[config.mk]
export PLATFORM = sky130hd
export DESIGN_NAME = array_mult_pipelined_hs
export DESIGN_NICKNAME = d
export VERILOG_FILES = /design/src/rtl/array_mult_pipelined_hs.sv
export SDC_FILE = /design/constraint.sdc
export NUM_CORES = 1
export LEC_CHECK = 0
export ABC_AREA = 1
export CORE_ASPECT_RATIO = 1.75
export CORE_MARGIN = 5
export CORE_UTILIZATION = 30
export DETAILED_ROUTE_END_ITERATION = 6
export GPL_TIMING_DRIVEN = 0
export PLACE_DENSITY_LB_ADDON = 0.15
export SLEW_MARGIN = 20
export SYNTH_ARGS = -nofsm -noshare
export SYNTH_HDL_FRONTEND = slang
export SYNTH_SLANG_ARGS = --single-unit
[constraint.sdc]
create_clock -name clk -period 28.6 [get_ports clk]
set_input_delay 5.72 -clock clk [delete_from_list [all_inputs] [get_ports clk]]
set_output_delay 5.72 -clock clk [all_outputs]
set_load 0.02 [all_outputs]
[src/rtl/array_mult_pipelined_hs.sv]
// Pipelined Baugh-Wooley array multiplier with valid/ready handshake and sideband.
// Carry-save row stages (ROWS_PER_STAGE rows each) feed a registered final adder.

module array_mult_pipelined_hs_stage #(
  parameter int WIDTH = 8,
  parameter int CW    = 4,
  parameter int LO    = 0,
  parameter int HI    = 1
) (
  input  logic               clk,
  input  logic               rst,
  input  logic               en,
  input  logic               vld_i,
  input  logic [2*WIDTH-1:0] s_i,
  input  logic [2*WIDTH-1:0] c_i,
  input  logic [WIDTH-1:0]   x_i,
  input  logic [WIDTH-1:0]   y_i,
  input  logic               m_i,
  input  logic [CW-1:0]      ctl_i,
  output logic               vld_o,
  output logic [2*WIDTH-1:0] s_o,
  output logic [2*WIDTH-1:0] c_o,
  output logic [WIDTH-1:0]   x_o,
  output logic [WIDTH-1:0]   y_o,
  output logic               m_o,
  output logic [CW-1:0]      ctl_o
);
  logic [2*WIDTH-1:0] s_n, c_n, r, t;

  // Signed mode inverts the MSB row and MSB column, but not their shared corner bit.
  function automatic logic [2*WIDTH-1:0] pp_row(input int i, input logic [WIDTH-1:0] xv,
                                                input logic [WIDTH-1:0] yv, input logic m);
    logic [2*WIDTH-1:0] row;
    row = '0;
    for (int j = 0; j < WIDTH; j++)
      row[i+j] = (xv[j] & yv[i]) ^ (m & ((i == WIDTH-1) != (j == WIDTH-1)));
    return row;
  endfunction

  always_comb begin
    s_n = s_i;
    c_n = c_i;
    r   = '0;
    t   = '0;
    for (int i = LO; i <= HI; i++) begin
      r   = pp_row(i, x_i, y_i, m_i);
      t   = s_n ^ c_n ^ r;
      c_n = ((s_n & c_n) | (s_n & r) | (c_n & r)) << 1;
      s_n = t;
    end
  end

  always_ff @(posedge clk or posedge rst) begin
    if (rst) begin
      vld_o <= 1'b0;
      s_o   <= '0;
      c_o   <= '0;
      x_o   <= '0;
      y_o   <= '0;
      m_o   <= 1'b0;
      ctl_o <= '0;
    end else if (en) begin
      vld_o <= vld_i;
      s_o   <= s_n;
      c_o   <= c_n;
      x_o   <= x_i;
      y_o   <= y_i;
      m_o   <= m_i;
      ctl_o <= ctl_i;
    end
  end
endmodule

module array_mult_pipelined_hs #(
  parameter int WIDTH                 = 8,
  parameter int ROWS_PER_STAGE        = 1,
  parameter int CONTROL_SIGNALS_WIDTH = 4
) (
  input  logic                             clk,
  input  logic                             rst,
  input  logic [WIDTH-1:0]                 x,
  input  logic [WIDTH-1:0]                 y,
  input  logic                             signed_mode,
  input  logic [CONTROL_SIGNALS_WIDTH-1:0] control_signals_in,
  input  logic                             in_valid,
  output logic                             in_ready,
  output logic [2*WIDTH-1:0]               result,
  output logic [CONTROL_SIGNALS_WIDTH-1:0] control_signals_out,
  output logic                             out_valid,
  input  logic                             out_ready,
  output logic [$clog2((WIDTH+ROWS_PER_STAGE-2)/ROWS_PER_STAGE+2)-1:0] occupancy
);
  localparam int NCS   = (WIDTH + ROWS_PER_STAGE - 2) / ROWS_PER_STAGE;
  localparam int OCC_W = $clog2(NCS + 2);
  localparam int CW    = CONTROL_SIGNALS_WIDTH;

  logic [NCS:0]                vld_pipe;
  logic [NCS:0][2*WIDTH-1:0]   s_p, c_p;
  logic [NCS:0][WIDTH-1:0]     x_p, y_p;
  logic [NCS:0]                m_p;
  logic [NCS:0][CW-1:0]        ctl_p;
  logic [2*WIDTH-1:0]          bw_k;
  logic                        advance, accept, retire;
  logic                        unused_tail;

  assign advance  = !out_valid || out_ready;
  assign in_ready = advance;
  assign accept   = in_valid && advance;
  assign retire   = out_valid && out_ready;

  // Baugh-Wooley correction constants seed the sum vector of the first stage.
  always_comb begin
    bw_k = '0;
    if (signed_mode) begin
      bw_k[WIDTH]       = 1'b1;
      bw_k[2*WIDTH-1]   = 1'b1;
    end
  end

  assign vld_pipe[0] = in_valid;
  assign s_p[0]      = bw_k;
  assign c_p[0]      = '0;
  assign x_p[0]      = x;
  assign y_p[0]      = y;
  assign m_p[0]      = signed_mode;
  assign ctl_p[0]    = control_signals_in;

  for (genvar k = 0; k < NCS; k++) begin : g_stage
    localparam int LO = (k == 0) ? 0 : k*ROWS_PER_STAGE + 1;
    localparam int HI = ((k+1)*ROWS_PER_STAGE > WIDTH-1) ? WIDTH-1 : (k+1)*ROWS_PER_STAGE;
    array_mult_pipelined_hs_stage #(.WIDTH(WIDTH), .CW(CW), .LO(LO), .HI(HI)) u_stage (
      .clk(clk), .rst(rst), .en(advance),
      .vld_i(vld_pipe[k]), .s_i(s_p[k]), .c_i(c_p[k]), .x_i(x_p[k]), .y_i(y_p[k]),
      .m_i(m_p[k]), .ctl_i(ctl_p[k]),
      .vld_o(vld_pipe[k+1]), .s_o(s_p[k+1]), .c_o(c_p[k+1]), .x_o(x_p[k+1]),
      .y_o(y_p[k+1]), .m_o(m_p[k+1]), .ctl_o(ctl_p[k+1])
    );
  end

  // Operands are fully consumed by the last carry-save stage.
  assign unused_tail = ^{x_p[NCS], y_p[NCS], m_p[NCS]};

  always_ff @(posedge clk or posedge rst) begin
    if (rst) begin
      out_valid           <= 1'b0;
      result              <= '0;
      control_signals_out <= '0;
      occupancy           <= '0;
    end else begin
      if (advance) begin
        out_valid           <= vld_pipe[NCS];
        result              <= s_p[NCS] + c_p[NCS];
        control_signals_out <= ctl_p[NCS];
      end
      if (accept && !retire)
        occupancy <= occupancy + OCC_W'(1);
      else if (retire && !accept)
        occupancy <= occupancy - OCC_W'(1);
    end
  end
endmodule

==> results.txt <==
The global-route wire length before repair is around 50,000 µm. The post-detailed-route count of antenna-violating nets came out at 0. The slack of the worst reg-to-reg path came out at between 20 and 30 ns. The total overflow reported by the global router is 0. The area added between synthesis and finish came out at 17.4%. The total negative slack came out at 0 ns. Once layout is complete, the cells apart from fillers number approximately 2.0k. The clock transition at the registers of the reported paths is ~0.060 ns. The analysis attributes to net switching a power of roughly 0.57 mW. The start point of the worst min-delay path is g_stage[6].u_stage.vld_o. The warning count from the yosys run is 0. The DRC violation total after the first TritonRoute iteration is between 300 and 400. The terminating pin of the worst hold path is out_valid. The internal power contribution is roughly 0.97 mW.

The leakage dissipation is 6.99 nW. The upper clock frequency limit came out at 75.3 MHz. The portion of total power attributed to combinational logic is 34.3%. The transition time of the tightest slew-check pin is slightly above 0.7 ns. The area of the core came out at between 0.04 and 0.05 mm². The number of buffers added to fix hold violations after cts came out at 0.

The maximum count of clock buffers along a single path is 3. The data arrival at the endpoint of the critical path came out at around 7.6 ns. The total setup violations reported at the end of the flow came out at 0.

The startpoint identified for the worst register-to-register timing path is g_stage[0].u_stage.y_o[2]. The count of cells along the worst hold path came out at 1. The total CTS buffers is 26. At the end of the flow, the number of nets in the layout was roughly 1.5k. The worst hold path belongs to the class flop to flop.

The clock net sink count came out at 276. Dividing the final minimum period by the clock period gives between 40% and 50%. The via count of the first global-routing pass came out at 8,985. The I/O pin count came out at 51. Net switching is around 37% of the power. The fill cell total of the finished layout is 4,290. The tree is rooted in a clkbuf_16.

The run finished with clean final reports. The maximum fanout along the worst path came out at 10. The maximum level of the CTS H-tree came out at 1. The element type at the critical path end is an output pin.

The routed design could run at a clock period as short as between 10 and 15 ns. Counting distinct cell types in the post-synthesis netlist gives 23. The worst voltage drop across the vdd grid came out at ~0.000041 V. The routability congestion estimate from global placement came out at 0.785. The category of the worst setup path launch point is an input pin. The final cell utilization of the core is between 30% and 40%.

The cell area after technology mapping is between 0.01 and 0.015 mm². The worst reg-to-reg path cell count is 4. The detailed router placed 8,487 vias in this run. The average cell area after synthesis came out at roughly 9.2 µm².

The number of buffers added on ports came out at 48. The largest net degree at the start of global routing came out at 96. Summing the sequential cell areas from Yosys gives a little under three fifths of the chip area. Counting tap cells, the placed design contains a total of 1,934 instances. The required time at the endpoint of the critical path came out at around 23 ns.

The tightest slew margin relative to the limit is 52.4%. The initial antenna violation count was 0. The synthesized instance count is around 1.3k. The routed length per placed instance came out at 15.8 µm. The later-pin clock latency in the skew report is 0.54 ns. In the final layout, the multi-input gates occupy between 0.004 and 0.005 mm². When the netlist entered floorplanning its net count stood at roughly 1.4k. The relative contribution of the clock network to total power came out at approximately a quarter. The final hold violation count is 0. The overall track demand over capacity in global routing is ~14%. The count of cells resized by post-cts repair is 0. The floorplan die width is about 160 µm. The first TritonRoute pass finished after 4 iterations. The wire length reported by the detailed router is 31,200 µm. The count of max-cap constraint violations is 0. The die height came out at 278 µm.

The register share of total power is 41.8%. The post-route netlist has 7.19% of its cells at a drive strength greater than 1. The area used by sequential logic in the layout came out at 0.00691 mm². The initial standard-cell utilization of the core is 30.2%. Power comes to 1.54 mW. The setup fix buffers added after clock tree synthesis is 0. By startpoint and endpoint, the worst setup path is classified as input pin to output pin. The remaining design rule violation count came out at 0. Row generation in the floorplan step produced about 100 rows.

Detailed placement ended at an HPWL of ~23,000 µm. TritonCTS built the clock tree. The number of pins exceeding their max-slew limit in the final report is 0.

The synthesis-stage register bit count is 276. The antenna diode count is 0. The floorplan die area is 0.0452 mm². The final clock skew came out at between 0.009 and 0.01 ns. The worst register-to-register path ends at g_stage[1].u_stage.s_o[8]. The ratio of routed vias to standard cells is ~4.3. Setup repair after global routing left no endpoint under its margin. The total power per unit cell area is between 100 and 150 mW/mm².
-- stage by stage --
step / setup WS, ns / area, µm² / hold WS (ns)
after floorplan: 15.27 / 12300 / 0.440
after global placement: 11.20 / 13400 / 0.452
after detailed placement: 15.30 / 13500 / 0.451
after CTS: 15.29 / 14400 / 0.469
after global routing: 15.24 / 14400 / 0.482
final: 15.32 / 14400 / 0.466
-- state kept, by name, indices dropped and copies added (netlist names), 6 cells and up --
signal                 count
g_stage.u_stage.y_o       21
g_stage.u_stage.m_o        6
result                    16
g_stage.u_stage.x_o       48
g_stage.u_stage.s_o       85
g_stage.u_stage.ctl_o     28
g_stage.u_stage.c_o       56
g_stage.u_stage.vld_o      7
-- routing by layer --
metal | vias up | part of all wire (%) | global-route usage (%)
met4 | 0 | 2.9 | 4.67
met2 | 118 | 56 | 27.6
met5 | - | 0 | 0
met3 | 42 | 3.6 | 1.80
met1 | 4096 | 37 | 15.4
li1 | 4231 | - | -
-- area by class of cell --
class,instances,share of cell area (%)
sequential,276,47.9
multi-input combinational,837,30.8
clock buffer,40,5.45
tap,550,4.78
inverter,153,4.04
timing repair buffer,50,3.72
buffer,68,2.50
clock inverter,8,0.799
-- worst max-delay path by stage --
stage               slack, ns                          end  depth (start not counted)       from
CTS                     15.29                     in_ready                          6  out_ready
global placement        11.20  g_stage[0].u_stage.ctl_o[3]                          2        rst
detailed placement      15.30                     in_ready                          6  out_ready
finish                  15.32                     in_ready                          6  out_ready
global route            15.24                     in_ready                          6  out_ready
floorplan               15.27       control_signals_out[0]                          1        rst
-- synthesized netlist by cell type, drive strengths merged --
library cell	number	share of area, %
nand3	12	0.49
nor2	7	0.35
xor2	15	1.1
clkbuf	15	0.46
dfrtp	276	56
xnor2	3	0.21
or2	3	0.15
fa	44	7.2
buf	53	2.5
inv	153	4.7
nand2	544	17
a21oi	5	0.20
and2	1	0.051
nand3b	2	0.12
mux2	1	0.092
o21ai	177	7.2
ha	23	2.3
-- logic make-up after synthesis --
family	Yosys count	synth area share, %
AO/OA/AOI/OAI	182	7.42
multiplexers	1	0.0917
adder cells (fa/ha/maj)	67	9.52
XOR/XNOR	18	1.28
AND/OR/NAND/NOR	569	17.8
flip-flops	276	56.3
buffers and inverters	221	7.61
-- worst max-delay path: stages --
cell             delay, ns
clkdlybuf4s50_1       0.58
nor2_8                0.10
inv_2                 0.09
buf_6                 0.13
buf_2                 0.26
clkdlybuf4s50_1       0.65
-- layout by cell type, fill, tap and decap left out, drive strengths merged, types with 7 or more instances in the layout --
| master | count |
|---|---|
| nand2 | 544 |
| dfrtp | 276 |
| o21ai | 177 |
| inv | 153 |
| buf | 55 |
| clkbuf | 55 |
| clkdlybuf4s50 | 48 |
| fa | 44 |
| ha | 23 |
| xor2 | 15 |
| nand3 | 12 |
| nor2 | 7 |
-- power groups by stage --
stage / clock network (mW) / registers (mW) / logic, mW
6_report: 0.368 / 0.643 / 0.528
5_1_grt: 0.392 / 0.665 / 0.620
4_1_cts: 0.379 / 0.645 / 0.548
3_3_place_gp: 0 / 0.649 / 0.534
3_5_place_dp: 0 / 0.652 / 0.546
2_1_floorplan: 0 / 0.650 / 0.347
Power figures use the tool's default switching activity.
